### src/rtl/axilite_led_regs.sv
// AXI4-Lite register block behind the PCIe BAR. It holds the ID, scratch, LED control,
// blink divider and cycle counter registers, and drives the active-low board LEDs.
module axilite_led_regs #(
   parameter logic [31:0] ID_VALUE      = 32'hAC0E_0215,
   parameter logic [31:0] BLINK_DIV_RST = 32'd62_500_000,
   parameter int unsigned NUM_LEDS      = 4
) (
   input  logic                aclk,
   input  logic                areset,
   input  logic [31:0]         s_awaddr,
   input  logic                s_awvalid,
   output logic                s_awready,
   input  logic [31:0]         s_wdata,
   input  logic [3:0]          s_wstrb,
   input  logic                s_wvalid,
   output logic                s_wready,
   output logic [1:0]          s_bresp,
   output logic                s_bvalid,
   input  logic                s_bready,
   input  logic [31:0]         s_araddr,
   input  logic                s_arvalid,
   output logic                s_arready,
   output logic [31:0]         s_rdata,
   output logic [1:0]          s_rresp,
   output logic                s_rvalid,
   input  logic                s_rready,
   output logic [NUM_LEDS-1:0] LEDn
);

   localparam int unsigned DW  = 32;
   localparam int unsigned IW  = 10;
   localparam logic [1:0]  RESP_OKAY   = 2'b00;
   localparam logic [1:0]  RESP_SLVERR = 2'b10;
   localparam logic [DW-1:0] RD_ERR_DATA = 32'hDEAD_BEEF;
   localparam logic [DW-1:0] ON_MASK  = DW'((33'd1 << NUM_LEDS) - 33'd1);
   localparam logic [DW-1:0] LED_MASK = ON_MASK | (ON_MASK << 8);
   localparam logic [IW-1:0] IDX_ID      = IW'(0);
   localparam logic [IW-1:0] IDX_SCRATCH = IW'(1);
   localparam logic [IW-1:0] IDX_LED     = IW'(2);
   localparam logic [IW-1:0] IDX_DIV     = IW'(3);
   localparam logic [IW-1:0] IDX_CYC     = IW'(4);

   typedef enum logic [1:0] {W_IDLE, W_HAVE_AW, W_HAVE_W, W_RESP} w_state_t;
   typedef enum logic {R_IDLE, R_DATA} r_state_t;

   w_state_t w_state, w_nxt;
   r_state_t r_state, r_nxt;

   logic [IW-1:0] awaddr_q;
   logic [DW-1:0] wdata_q;
   logic [3:0]    wstrb_q;
   logic [DW-1:0] scratch, led_ctrl, blink_div, blink_timer, cycle_cnt;
   logic          blink_phase;

   logic          aw_hs, w_hs, ar_hs;
   logic          wr_commit, wr_ok, div_wr, blink_tc;
   logic [IW-1:0] wr_idx;
   logic [DW-1:0] wr_data, wr_merged;
   logic [3:0]    wr_strb;
   logic          awready_d, wready_d, bvalid_d, arready_d, rvalid_d;
   logic [DW-1:0] rd_data;
   logic [1:0]    rd_resp;
   logic [NUM_LEDS-1:0] led_on;
   logic          unused_addr_bits;

   assign unused_addr_bits = ^{s_awaddr[31:12], s_awaddr[1:0], s_araddr[31:12], s_araddr[1:0]};

   assign aw_hs = s_awvalid & s_awready;
   assign w_hs  = s_wvalid & s_wready;
   assign ar_hs = s_arvalid & s_arready;

   // Write FSM: state register
   always_ff @(posedge aclk or posedge areset) begin
      if (areset) w_state <= W_IDLE;
      else        w_state <= w_nxt;
   end

   // Write FSM: next state
   always_comb begin
      w_nxt = w_state;
      case (w_state)
         W_IDLE: begin
            if (aw_hs && w_hs) w_nxt = W_RESP;
            else if (aw_hs)    w_nxt = W_HAVE_AW;
            else if (w_hs)     w_nxt = W_HAVE_W;
         end
         W_HAVE_AW: if (w_hs)     w_nxt = W_RESP;
         W_HAVE_W:  if (aw_hs)    w_nxt = W_RESP;
         W_RESP:    if (s_bready) w_nxt = W_IDLE;
         default:   w_nxt = W_IDLE;
      endcase
   end

   // Write FSM: outputs and commit decode; held channel comes from the capture regs
   always_comb begin
      wr_commit = (w_state != W_RESP) && (w_nxt == W_RESP);
      wr_idx    = (w_state == W_HAVE_AW) ? awaddr_q : s_awaddr[11:2];
      wr_data   = (w_state == W_HAVE_W) ? wdata_q : s_wdata;
      wr_strb   = (w_state == W_HAVE_W) ? wstrb_q : s_wstrb;
      wr_ok     = (wr_idx == IDX_SCRATCH) || (wr_idx == IDX_LED) || (wr_idx == IDX_DIV);
      div_wr    = wr_commit && (wr_idx == IDX_DIV) && (wr_strb != 4'b0000);
      awready_d = (w_nxt == W_IDLE) || (w_nxt == W_HAVE_W);
      wready_d  = (w_nxt == W_IDLE) || (w_nxt == W_HAVE_AW);
      bvalid_d  = (w_nxt == W_RESP);
      wr_merged = '0;
      for (int b = 0; b < 4; b++) begin
         wr_merged[8*b +: 8] = wr_data[8*b +: 8];
      end
   end

   always_ff @(posedge aclk or posedge areset) begin
      if (areset) begin
         s_awready <= 1'b0;
         s_wready  <= 1'b0;
         s_bvalid  <= 1'b0;
         s_bresp   <= RESP_OKAY;
         awaddr_q  <= '0;
         wdata_q   <= '0;
         wstrb_q   <= '0;
      end else begin
         s_awready <= awready_d;
         s_wready  <= wready_d;
         s_bvalid  <= bvalid_d;
         if (wr_commit) s_bresp <= wr_ok ? RESP_OKAY : RESP_SLVERR;
         if (aw_hs) awaddr_q <= s_awaddr[11:2];
         if (w_hs) begin
            wdata_q <= s_wdata;
            wstrb_q <= s_wstrb;
         end
      end
   end

   // Register file; unwritten strobe lanes keep their old byte
   always_ff @(posedge aclk or posedge areset) begin
      if (areset) begin
         scratch   <= '0;
         led_ctrl  <= '0;
         blink_div <= BLINK_DIV_RST;
      end else if (wr_commit) begin
         for (int b = 0; b < 4; b++) begin
            if (wr_strb[b]) begin
               case (wr_idx)
                  IDX_SCRATCH: scratch[8*b +: 8]   <= wr_merged[8*b +: 8];
                  IDX_LED:     led_ctrl[8*b +: 8]  <= wr_merged[8*b +: 8] & LED_MASK[8*b +: 8];
                  IDX_DIV:     blink_div[8*b +: 8] <= wr_merged[8*b +: 8];
                  default: ;
               endcase
            end
         end
      end
   end

   // Blink timer; divider 0 or 1 degenerates to a toggle every cycle
   assign blink_tc = (blink_div <= 32'd1) || (blink_timer >= blink_div - 32'd1);

   always_ff @(posedge aclk or posedge areset) begin
      if (areset) begin
         blink_timer <= '0;
         blink_phase <= 1'b1;
         cycle_cnt   <= '0;
      end else begin
         cycle_cnt <= cycle_cnt + 32'd1;
         if (div_wr) begin
            blink_timer <= '0;
            blink_phase <= 1'b1;
         end else if (blink_tc) begin
            blink_timer <= '0;
            blink_phase <= ~blink_phase;
         end else begin
            blink_timer <= blink_timer + 32'd1;
         end
      end
   end

   assign led_on = led_ctrl[NUM_LEDS-1:0] & (~led_ctrl[8 +: NUM_LEDS] | {NUM_LEDS{blink_phase}});

   always_ff @(posedge aclk or posedge areset) begin
      if (areset) LEDn <= '1;
      else        LEDn <= ~led_on;
   end

   // Read FSM: state register
   always_ff @(posedge aclk or posedge areset) begin
      if (areset) r_state <= R_IDLE;
      else        r_state <= r_nxt;
   end

   // Read FSM: next state
   always_comb begin
      r_nxt = r_state;
      case (r_state)
         R_IDLE:  if (ar_hs)    r_nxt = R_DATA;
         R_DATA:  if (s_rready) r_nxt = R_IDLE;
         default: r_nxt = R_IDLE;
      endcase
   end

   // Read FSM: outputs and read mux (pre-update register values)
   always_comb begin
      arready_d = (r_nxt == R_IDLE);
      rvalid_d  = (r_nxt == R_DATA);
      rd_data   = RD_ERR_DATA;
      rd_resp   = RESP_SLVERR;
      case (s_araddr[11:2])
         IDX_ID:      begin rd_data = ID_VALUE;  rd_resp = RESP_OKAY; end
         IDX_SCRATCH: begin rd_data = scratch;   rd_resp = RESP_OKAY; end
         IDX_LED:     begin rd_data = led_ctrl;  rd_resp = RESP_OKAY; end
         IDX_DIV:     begin rd_data = blink_div; rd_resp = RESP_OKAY; end
         IDX_CYC:     begin rd_data = cycle_cnt; rd_resp = RESP_OKAY; end
         default: ;
      endcase
   end

   always_ff @(posedge aclk or posedge areset) begin
      if (areset) begin
         s_arready <= 1'b0;
         s_rvalid  <= 1'b0;
         s_rdata   <= '0;
         s_rresp   <= RESP_OKAY;
      end else begin
         s_arready <= arready_d;
         s_rvalid  <= rvalid_d;
         if (ar_hs) begin
            s_rdata <= rd_data;
            s_rresp <= rd_resp;
         end
      end
   end

endmodule

### config.mk
export PLATFORM = sky130hd
export DESIGN_NAME = axilite_led_regs
export DESIGN_NICKNAME = d
export VERILOG_FILES = /design/src/rtl/axilite_led_regs.sv
export SDC_FILE = /design/constraint.sdc
export NUM_CORES = 1
export LEC_CHECK = 0
export ABC_AREA = 1
export BUFFER_PORTS_ARGS = -buffer_cell sky130_fd_sc_hd__buf_2
export CAP_MARGIN = 20
export CORE_MARGIN = 1.5
export CORE_UTILIZATION = 40
export CTS_BUF_LIST = sky130_fd_sc_hd__clkbuf_16
export DETAILED_ROUTE_END_ITERATION = 10
export GPL_TIMING_DRIVEN = 0
export PLACE_DENSITY = 0.61
export SETUP_SLACK_MARGIN = 0.05
export SKIP_LAST_GASP = 1
export SYNTH_ARGS = -nofsm -noshare
export SYNTH_HDL_FRONTEND = slang
export SYNTH_SLANG_ARGS = --single-unit
### constraint.sdc
create_clock -name aclk -period 7 [get_ports aclk]
set_input_delay 0.7 -clock aclk [delete_from_list [all_inputs] [get_ports aclk]]
set_output_delay 0.7 -clock aclk [all_outputs]
set_load 0.02 [all_outputs]
Word level (Yosys, flattened, before mapping)
Index checks and enable logic that the tools add are counted.

storage, ports and cells
  word-level logic and storage cells = 100
  bits in registers = 230

cells by class
  add/sub/neg operators = 3
  eq/ne operators = 14
  bitwise logic cells = 10
  magnitude comparators = 2
  muxes and demuxes = 20
  reductions and logical operators = 25

operators with widths
  cell                   count
  $pmux 32 s5            1
  $mux 32                3
  $add 32x1->32 const B  2
  $eq 10x2->1 const B    4
  $ge 32x32->1           1
  $le 32x1->1 const B    1
  $sub 32x1->32 const B  1
  $reduce_and 3->1       10
  $eq 10x1->1 const B    2
  $mux 2                 8
  $eq 10x3->1 const B    1
  $logic_not 10->1       1
  $mux 10                1
  $eq 2x2->1 const B     4
  $not 4->4              2
  $pmux 2 s4             1
  $logic_or 1x1->1       5
  $reduce_or 5->1        1
  $and 4x4->4            1
  $eq 2x1->1 const B     2
  $logic_and 1x1->1      4
  $logic_not 2->1        2
  $mux 1                 4
  $mux 4                 1
  other kinds (7)        11

Depth between registers and ports, before layout
Gate-level depths: netlist of the first run.

  depth in word-level cells = 10
  gate-level depth with buffers = 22
  depth with buffers taken out = 22

Worst setup path after synthesis of the first run
No wires, ideal clock.

  path kind = reg-to-reg
  from = register blink_div[0]
  to = register blink_timer[16]
  required time = 6.929 ns
  stages on the path, launching flop included = 19
  path buffers = 1
  slack = 4.332 ns
  clock period less this slack = 2.668 ns
  arrival time = 2.596 ns
  path through = dfrtp_1 -> inv_1 -> ha_1 -> nand2_2 -> nor2_1 -> nand2_1 -> inv_1 -> nand4_1 -> nor2_1 -> xor2_1 -> ha_1 -> nand2_1 -> nor2_1 -> a21oi_1 -> nand3_1 -> nor2_4 -> nand2_4 -> buf_6 -> nor2_1

between the ends
  longest elaborated chain between the ends = 5

ends and longest elaborated chain
  element                            RTL line  RTL
  from (decl)                        52        logic [DW-1:0] scratch, led_ctrl, blink_div, blink_timer, cycle_cnt;
  from (signal, indexed assignment)  145       IDX_DIV: blink_div[8*b +: 8] <= wr_merged[8*b +: 8];
  $sub 32x1->32                      154       assign blink_tc = (blink_div <= 32'd1) || (blink_timer >= blink_div - 32'd1);
  $ge 32x32->1                       154
  $logic_or 1x1->1 *                 154
  $mux 32 *                          166       end else if (blink_tc) begin
  $mux 32 *                          163       if (div_wr) begin
  to (signal assigned)               170       blink_timer <= blink_timer + 32'd1;
  to (decl)                          52

Mark *: on every way between the ends. The rest lies on a longest branch, timed or not.
A chain may end at the register's enable or synchronous reset.

Worst setup path in the final report of the first run
  from = register blink_div[0]
  to = register blink_timer[25]

Same word-level chain as after synthesis.

==> impl_metrics.csv, run 1 <==
group,metric,value,unit
setup_path,worst_path_largest_cell_delay,410,ps
yosys,ys_types,41,
pwr,leakagePower,7.004,nW
setup_path,crit_top_cell,"nand2_1",
setup_path,crit_chain,"inv_1 -> nand2_1 -> nor2_2 -> nand4_1 -> nor2_1 -> nand2_1 -> nor2_1 -> xor2_1 -> ha_1 -> nand2_1 -> nand2_1 -> nand3_1 -> nand2_1 -> a21oi_1 -> nand3_1 -> nor2_4 -> nand2_4 -> buf_6 -> nor2_1",
placed_design,numPortBuffers,105,
clock_tree,cts_resized,0,
setup_path,cp-startpoint,"blink_div[0]",
timing,fin_ws,3604,ps
detailed_routing,via_per_inst,5.043,
placed_design,dp_hpwl,26920,um
floorplanning,core,0.02987,mm^2
setup_path,cpLargestDelayFamily,"simple AND/OR/NAND/NOR gates",
clock_tree,cts_root_buf,"clkbuf_16",
timing,skew,13.42,ps
grt,use_met1,0.3389,
clock_tree,clock_latency,550,ps
cells_and_area,layout-drive-gt1-share,0.1299,
grt,met2_usage,0.3489,
detailed_routing,first_pass_iters,5,
clock_tree,cts_tree,"built",
floorplanning,die_w,178.1,um
placed_design,pre_cts_slack,3612,ps
setup_path,cp.required,7480,ps
placed_design,gp_congestion,0.9346,
clock_tree,htreeDepth,1,
flow_run,cap_violations,0,
timing,period_minus_slack,3396,ps
grt,grt_remaining_overflow,0,
setup_path,path_buf_inv,2,
detailed_routing,wl_per_cell,16.54,um
grt,grt_pass1_wl,56320,um
floorplanning,fp-row-count,63,
yosys,synthesis.area,0.01227,mm^2
min_path,min_path_type,"primary input to asynchronous set/reset pin",
placed_design,dp_cells,2071,
timing,period_share,0.4851,
setup_path,worstSetupPathType,"flop to flop",
grt,gr-usage-all-layers,0.2281,
status,status,"complete, no violations",
detailed_routing,vias,10700,
clock_tree,clockBufferDepth,3,
yosys,synth-seq-cells,228,
cells_and_area,syn_to_final_growth,15.30,%
setup_path,endpoint_kind,"flop",
floorplanning,die_h,178.1,um
setup_path,startpoint_type,"flop",
floorplanning,die_area,0.03172,mm^2
timing,tightest_slew,865.5,ps
pwr,peakVddDrop,193.4,uV
timing,slew_headroom,0.4230,
cells_and_area,layoutNonFillerInstCount,2122,
setup_path,crit_fanout,10,
yosys,ys_seq_area_frac,0.4670,
timing,whs,269.3,ps
cells_and_area,antennaDiodeCount,0,
yosys,synth.yosys.warnings,0,
timing,rsz0062_at_grt,"no",
cells_and_area,final_nets,1854,
timing,finalHoldViolations,0,
clock_tree,clk_pin_slew,60,ps
detailed_routing,drt_wl_total,35090,um
timing,setup_viol_count_final,0,
clock_tree,clock-sinks,228,
clock_tree,numCtsBuffers,27,
detailed_routing,antenna_left,0,
clock_tree,ctsHoldBuffers,0,
grt,grt_busiest_layer,"met2",
grt,grt_pass1_vias,10190,
timing,slew_viol_final,0,
setup_path,worst_path_max_delay_cell,"dfrtp_1",
setup_path,regToRegStartpoint,"blink_div[0]",
setup_path,crit_arrival,3870,ps
timing,max_freq,294.5,MHz
pwr,power_density,312.7,mW/mm^2
detailed_routing,drc,0,
yosys,syn-instance-count,1574,
grt,grtUsageMet3,0.02621,
grt,grt_max_degree,127,
clock_tree,post_cts_buffers,0,
floorplanning,io_pins,152,
floorplanning,start_util,0.4106,
grt,antenna_found_initial,0,
detailed_routing,initialDrtViolationCount,844,
yosys,synth.avg_cell_area,7.793,um^2
-- layout by cell type, fill, tap and decap left out, drive strengths merged --
master / Yosys / final
clkinvlp: 0 / 1
o21ai: 157 / 157
inv: 156 / 165
nand3b: 2 / 2
mux2: 4 / 4
nor4: 9 / 9
clkinv: 2 / 14
or2: 2 / 2
a21oi: 19 / 19
o21bai: 2 / 2
nand3: 81 / 81
o211ai: 10 / 10
buf: 26 / 132
bufinv: 0 / 1
xnor2: 19 / 19
a21o: 2 / 2
o31ai: 1 / 1
conb: 1 / 2
o21a: 2 / 2
nor3: 25 / 25
nor3b: 2 / 2
nand4: 38 / 38
clkbuf: 16 / 44
nand2: 447 / 447
nor2: 224 / 224
xor2: 63 / 63
ha: 36 / 36
dfrtp: 210 / 210
dfstp: 18 / 18
-- final timing paths --
check                             endpoint  slack [ps]  cells after the start
setup / recovery           blink_timer[25]        3600                     19
hold / removal                 awaddr_q[7]         270                      2
setup reg to reg           blink_timer[25]        3600                     19
hold reg to reg              cycle_cnt[31]         470                      1
max in group asynchronous    cycle_cnt[26]        5660                      3
min in group aclk              awaddr_q[7]         360                      3
-- flip-flops by register name (all words and copies together) (netlist names), 2 cells and up --
signal,count
blink_div,32
awaddr_q,10
cycle_cnt,32
w_state,2
blink_timer,32
LEDn,4
scratch,32
led_ctrl,8
wstrb_q,4
wdata_q,32
s_rdata,32
-- cell families after synthesis --
| group | after synthesis | share of synthesized area |
|---|---|---|
| xor gates and xnor gates | 82 | 0.05855 |
| muxes | 4 | 0.003672 |
| adders and majority gates | 36 | 0.03672 |
| and+or+nand+nor | 830 | 0.2835 |
| buffers and inverters | 200 | 0.06559 |
| AOI/OAI and AO/OA | 193 | 0.08467 |
| other | 1 | 0.0003057 |
| DFF | 228 | 0.4670 |
-- metrics by stage --
stage | setup TNS (ps) | power, mW | area, um^2 | util
after floorplan | 0 | 2.683 | 12270 | -
after global placement | -565500 | 3.117 | 13280 | 0.4446
after detailed placement | 0 | 3.145 | 13320 | 0.4458
after CTS | 0 | 4.462 | 14130 | 0.4731
after global routing | 0 | 4.724 | 14140 | 0.4734
final | 0 | 4.422 | 14140 | 0.4734
-- synth_stat cells, drive strengths merged --
cell | instances | area share
nand2 | 447 | 0.14
nor2 | 224 | 0.070
dfrtp | 210 | 0.43
o21ai | 157 | 0.064
inv | 156 | 0.048
nand3 | 81 | 0.033
xor2 | 63 | 0.045
nand4 | 38 | 0.019
ha | 36 | 0.037
buf | 26 | 0.012
nor3 | 25 | 0.012
a21oi | 19 | 0.010
xnor2 | 19 | 0.014
dfstp | 18 | 0.039
clkbuf | 16 | 0.0049
o211ai | 10 | 0.0061
nor4 | 9 | 0.0046
mux2 | 4 | 0.0037
a21o | 2 | 0.0012
clkinv | 2 | 0.00061
nand3b | 2 | 0.0012
nor3b | 2 | 0.0021
o21a | 2 | 0.0012
o21bai | 2 | 0.0012
or2 | 2 | 0.0010
conb | 1 | 0.00031
o31ai | 1 | 0.00061
-- worst reg2reg max path: cells and delay by family (launching register included) --
kind            cells  cell delay (ps)
buf+inv             2              300
compound gates      1              130
fa+ha+maj           1              290
flops               1              410
xor+xnor            1              250
simple gates       14             1950
-- per-layer routing --
layer	up-vias	share of wire
li1	5316	-
met1	5031	0.48
met2	308	0.44
met3	47	0.052
met4	0	0.025
met5	-	0
-- area by class of cell --
| cell class | instances | area (um^2) |
|---|---|---|
| fillers | 3025 | 15730 |
| multi-input cells | 1147 | 5737 |
| flip-flops and latches | 228 | 5728 |
| clock buffers | 27 | 675.6 |
| inverters | 158 | 600.6 |
| repair buffers | 107 | 560.5 |
| well taps | 390 | 488.0 |
| plain buffers | 42 | 211.5 |
| clock inverters | 23 | 141.4 |
-- power by group --
part / internal, mW / switching (mW)
clock: 0.737 / 0.563
combinational: 0.479 / 1.01
sequential: 1.51 / 0.117
Note: power is estimated with default switching activity, not from simulation.
==> run 2, diff against run 1 <==
--- a/config.mk
+++ b/config.mk
@@ -13,7 +13,7 @@
 export CTS_BUF_LIST = sky130_fd_sc_hd__clkbuf_16
 export DETAILED_ROUTE_END_ITERATION = 10
 export GPL_TIMING_DRIVEN = 0
-export PLACE_DENSITY = 0.61
+export PLACE_DENSITY = 0.59
 export SETUP_SLACK_MARGIN = 0.05
 export SKIP_LAST_GASP = 1
 export SYNTH_ARGS = -nofsm -noshare
==> constraint.sdc (replaced) <==
create_clock -name aclk -period 3.5 [get_ports aclk]
set_input_delay 0.35 -clock aclk [delete_from_list [all_inputs] [get_ports aclk]]
set_output_delay 0.35 -clock aclk [all_outputs]
set_load 0.02 [all_outputs]
==> impl_metrics.csv, run 2 (synthesis gave the netlist of run 1 again) <==
group,metric,value,unit
status,status,"complete, no violations",
detailed_routing,initialDrtViolationCount,773,
pwr,p_int,5.501,mW
placed_design,numPortBuffers,105,
timing,skew,15.05,ps
placed_design,pre_cts_slack,142.7,ps
grt,gr-usage-all-layers,0.2283,
cells_and_area,layout_commonest_cell,"nand2_1",
clock_tree,clock_latency,550,ps
pwr,leakagePower,7.058,nW
detailed_routing,drt_wl_total,35320,um
clock_tree,cts_root_buf,"clkbuf_16",
timing,period_share,0.9114,
timing,rsz0062_at_grt,"no",
grt,grt_pass1_wl,56120,um
detailed_routing,first_pass_iters,5,
setup_path,endpoint_kind,"flop",
timing,slew_headroom,0.2070,
placed_design,dp_hpwl,27520,um
pwr,p_sw_frac,0.3820,
grt,grt_max_degree,40,
setup_path,crit_fanout,10,
grt,grt_pass1_vias,10230,
cells_and_area,syn_to_final_growth,16.71,%
clock_tree,htreeDepth,1,
setup_path,crit_arrival,3660,ps
clock_tree,numCtsBuffers,27,
timing,tightest_slew,1180,ps
detailed_routing,drc,0,
timing,fin_tns_setup,0,ps
cells_and_area,antennaDiodeCount,0,
pwr,p_sw,3.400,mW
placed_design,gp_congestion,0.9623,
floorplanning,die_w,178.1,um
floorplanning,core,0.02987,mm^2
clock_tree,clock-sinks,228,
cells_and_area,fill_cells,3052,
setup_path,startpoint_type,"flop",
timing,max_freq,313.5,MHz
clock_tree,clk_pin_slew,60,ps
grt,grt_remaining_overflow,0,
clock_tree,cts_tree,"built",
floorplanning,start_util,0.4106,
pwr,pwr-share-seq,0.366,
detailed_routing,wl_per_cell,16.57,um
floorplanning,fp-row-count,63,
timing,whs,18.86,ps
cells_and_area,final_nets,1863,
cells_and_area,mostFrequentLayoutCells,"433 x nand2_1, 214 x nor2_1, 208 x dfrtp_1",
clock_tree,clockBufferDepth,3,
detailed_routing,via_per_inst,5.011,
pwr,combPwrFrac,0.340,
detailed_routing,vias,10680,
placed_design,dpl-instance-area,0.01341,mm^2
min_path,min_path_type,"primary input to flop",
flow_run,cap_violations,0,
timing,slew_viol_final,0,
timing,fin_ws,310.0,ps
setup_path,cp.required,3970,ps
cells_and_area,fin_area,0.01432,mm^2
pwr,power_density,621.8,mW/mm^2
pwr,p_clk_frac,0.294,
grt,antenna_found_initial,0,
floorplanning,die_h,178.1,um
timing,setup_viol_count_final,0,
setup_path,worstSetupPathType,"flop to flop",
floorplanning,die_area,0.03172,mm^2
pwr,peakVddDrop,400.2,uV
timing,period_minus_slack,3190,ps
detailed_routing,antenna_left,0,
timing,finalHoldViolations,0,
floorplanning,io_pins,152,
cells_and_area,layout-drive-gt1-share,0.1390,
run 2: cell types whose count changed in the layout (fill, tap and decap cells not counted), sizes merged:
cell         previous run  this run
dlygate4sd3             0         4
clkinvlp                1         3
clkbuf                 44        43
inv                   165       163
buf                   132       138
run 2: repair_timing:
item | in CTS | in global routing
buffers inserted | 0 | 1
gates resized for setup | 0 | 13
endpoints found under the hold margin | 30 | 0
endpoints found under the setup margin | 0 | 33
hold buffers | 4 | 0
run 2: worst max-delay path: stages (launching register included):
cell	delay, ps
dfrtp_2	440
nor2_1	90
nand2_1	110
nor2_4	150
nand4_1	250
or2_1	330
nor2_1	130
xor2_1	280
ha_1	310
nand2_1	70
nand2_1	40
nand2_1	50
nand2_1	70
a21oi_2	150
nand3_2	130
nor2_4	140
nand2_4	100
buf_6	160
nor2_1	100
run 2: worst paths after layout:
path / depth (start not counted) / slack [ps] / startpoint / to
worst min register to register: 1 / 460 / blink_timer[0] / blink_timer[0]
worst max register to register: 18 / 310 / blink_div[2] / blink_timer[22]
max in group asynchronous: 6 / 1870 / areset / cycle_cnt[14]
worst min-delay path: 3 / 20 / s_awaddr[6] / awaddr_q[4]
min in group asynchronous: 3 / 500 / areset / scratch[3]
worst max-delay path: 18 / 310 / blink_div[2] / blink_timer[22]
run 2: cell type report:
type,count,area [um^2],share of cell area
timing repair buffer,116,693.2,0.04842
clock buffer,27,675.6,0.04720
sequential,228,5731,0.4003
clock inverter,23,143.9,0.01005
buffer,42,211.5,0.01477
multi-input combinational,1147,5776,0.4035
tap,390,488.0,0.03409
inverter,158,596.8,0.04169
run 2: power by group through the flow:
stage / Clock [mW] / Sequential [mW] / Combinational (mW)
floorplan: 0 / 3.28 / 2.08
global placement: 0 / 3.29 / 2.93
detailed placement: 0 / 3.30 / 2.99
CTS: 2.66 / 3.25 / 3.01
global route: 2.77 / 3.30 / 3.42
finish: 2.62 / 3.26 / 3.03
run 2: per-stage QoR:
step	cells	utilization	total power, mW
2_1_floorplan	1575	-	5.367
3_3_place_gp	2070	0.4447	6.218
3_5_place_dp	2076	0.4488	6.291
4_1_cts	2130	0.4775	8.923
5_1_grt	2131	0.4792	9.485
6_report	2131	0.4792	8.901
run 2: layer usage:
metal,vias to the layer above,wire length (um),part of all wire,global-route usage
met5,-,0,0,0
met4,0,1088,0.031,0.07108
met3,56,1955,0.055,0.02366
met2,289,15350,0.43,0.3552
met1,4999,16930,0.48,0.3332
li1,5334,-,-,-
==> run 3, diff against run 2 <==
--- a/config.mk
+++ b/config.mk
@@ -10,7 +10,7 @@
 export CAP_MARGIN = 20
 export CORE_MARGIN = 1.5
 export CORE_UTILIZATION = 40
-export CTS_BUF_LIST = sky130_fd_sc_hd__clkbuf_16
+export CTS_BUF_LIST = sky130_fd_sc_hd__clkbuf_4 sky130_fd_sc_hd__clkbuf_8
 export DETAILED_ROUTE_END_ITERATION = 10
 export GPL_TIMING_DRIVEN = 0
 export PLACE_DENSITY = 0.59
==> impl_metrics.csv, run 3 (synthesis gave the netlist of run 1 again) <==
group,metric,value,unit
cells_and_area,syn_to_final_growth,18.04,%
min_path,min_path_type,"primary input to flop",
clock_tree,htreeDepth,2,
floorplanning,fp-row-count,63,
detailed_routing,vias,10840,
floorplanning,die_w,178.1,um
timing,setup_viol_count_final,0,
placed_design,dpl-instance-area,0.01341,mm^2
placed_design,dp_cells,2076,
status,status,"complete, no violations",
detailed_routing,wl_per_cell,16.47,um
cells_and_area,fin_util,0.4846,
setup_path,endpoint_kind,"flop",
cells_and_area,mostFrequentLayoutCells,"433 x nand2_1, 215 x nor2_1, 208 x dfrtp_1",
timing,whs,33.61,ps
pwr,power_density,628.4,mW/mm^2
timing,slew_headroom,0.1744,
detailed_routing,via_per_inst,5.011,
floorplanning,die_h,178.1,um
floorplanning,core,0.02987,mm^2
setup_path,crit_fanout,10,
cells_and_area,layout_commonest_cell,"nand2_1",
timing,period_minus_slack,3205,ps
setup_path,worstSetupPathType,"flop to flop",
min_path,min_from,"s_wstrb[0]",
pwr,leakagePower,7.150,nW
placed_design,dp_hpwl,27520,um
setup_path,cp-startpoint,"blink_div[2]",
cells_and_area,multiInputGateArea,0.005773,mm^2
setup_path,startpoint_type,"flop",
grt,gr-usage-all-layers,0.2321,
detailed_routing,drc,0,
clock_tree,cts_root_buf,"clkbuf_8",
cells_and_area,layout-drive-gt1-share,0.1591,
cells_and_area,regArea,0.005731,mm^2
timing,finalHoldViolations,0,
timing,tightest_slew,1229,ps
grt,grt_pass1_wl,56810,um
clock_tree,clock-sinks,228,
timing,fin_ws,294.8,ps
cells_and_area,fill_cells,3075,
grt,grt_pass1_vias,10400,
clock_tree,cts_tree,"built",
pwr,peakVddDrop,352.5,uV
detailed_routing,initialDrtViolationCount,782,
timing,max_freq,312.0,MHz
timing,fin_tns_setup,0,ps
cells_and_area,fin_area,0.01448,mm^2
cells_and_area,antennaDiodeCount,0,
pwr,power.total,9.098,mW
placed_design,gp_congestion,0.9623,
detailed_routing,drt_wl_total,35640,um
cells_and_area,final_nets,1883,
clock_tree,numCtsBuffers,42,
timing,skew,36.62,ps
grt,grt_max_degree,40,
clock_tree,clockBufferDepth,3,
flow_run,cap_violations,0,
setup_path,regToRegStartpoint,"blink_div[2]",
detailed_routing,antenna_left,0,
timing,period_share,0.9158,
floorplanning,die_area,0.03172,mm^2
timing,rsz0062_at_grt,"no",
timing,slew_viol_final,0,
grt,antenna_found_initial,0,
floorplanning,io_pins,152,
clock_tree,clock_latency,580,ps
placed_design,numPortBuffers,105,
clock_tree,clk_pin_slew,70,ps
placed_design,pre_cts_slack,142.7,ps
setup_path,cp.required,3970,ps
grt,grt_remaining_overflow,0,
detailed_routing,first_pass_iters,7,
cells_and_area,layoutNonFillerInstCount,2163,
setup_path,crit_arrival,3680,ps
floorplanning,start_util,0.4106,
==> run 3: cell types whose count changed in the layout (fill, tap and decap cells not counted), sizes merged <==
| cell | change |
|---|---|
| clkbuf | +39 |
| inv | -6 |
| clkinv | -5 |
| dlygate4sd3 | +4 |
| buf | +1 |
| clkinvlp | -1 |
==> run 3: worst paths after layout <==
kind                              endpoint  depth (start not counted)  slack [ps]
min reg2reg                 blink_timer[0]                          1         460
min                             wstrb_q[0]                          2          30
min in group asynchronous       s_rdata[0]                          3         490
max in group asynchronous    cycle_cnt[14]                          6        1880
max                        blink_timer[22]                         18         290
max reg2reg                blink_timer[22]                         18         290
==> run 3: final cells by class <==
class,count,area share
plain buffers,42,0.01461
repair buffers,121,0.05116
inverters,158,0.04122
well taps,390,0.03371
flip-flops and latches,228,0.3958
multi-input cells,1147,0.3988
clock inverters,11,0.006741
clock buffers,66,0.05799
==> run 3: critical path, cell delays in order, from the launching register on <==
cell and delay, ps:
dfrtp_2 450, nor2_1 90, nand2_1 110, nor2_4 150, nand4_1 240, or2_1 340
nor2_1 140, xor2_1 290, ha_1 310, nand2_1 70, nand2_1 40, nand2_1 50
nand2_1 60, a21oi_2 140, nand3_2 130, nor2_4 140, nand2_4 100, buf_6 160
nor2_1 90
==> run 3: where the power goes <==
part	leakage [nW]	internal, mW	switching [mW]
Combinational	3.77	1.01	2.04
Clock	0.500	1.61	1.18
Sequential	2.88	3.03	0.231
==> run 3: routing by layer <==
layer / vias up / GRT usage / part of all wire
met2: 305 / 0.3547 / 0.43
met5: - / 0 / 0
li1: 5377 / - / -
met1: 5091 / 0.3330 / 0.48
met3: 65 / 0.03346 / 0.059
met4: 0 / 0.08543 / 0.031
==> run 3: what timing repair did <==
| action | CTS | global route |
|---|---|---|
| hold endpoints to repair | 34 | 0 |
| hold buffers | 8 | 0 |
| setup endpoints to repair | 0 | 33 |
| gates resized for setup | 0 | 12 |
| buffers inserted | 0 | 2 |
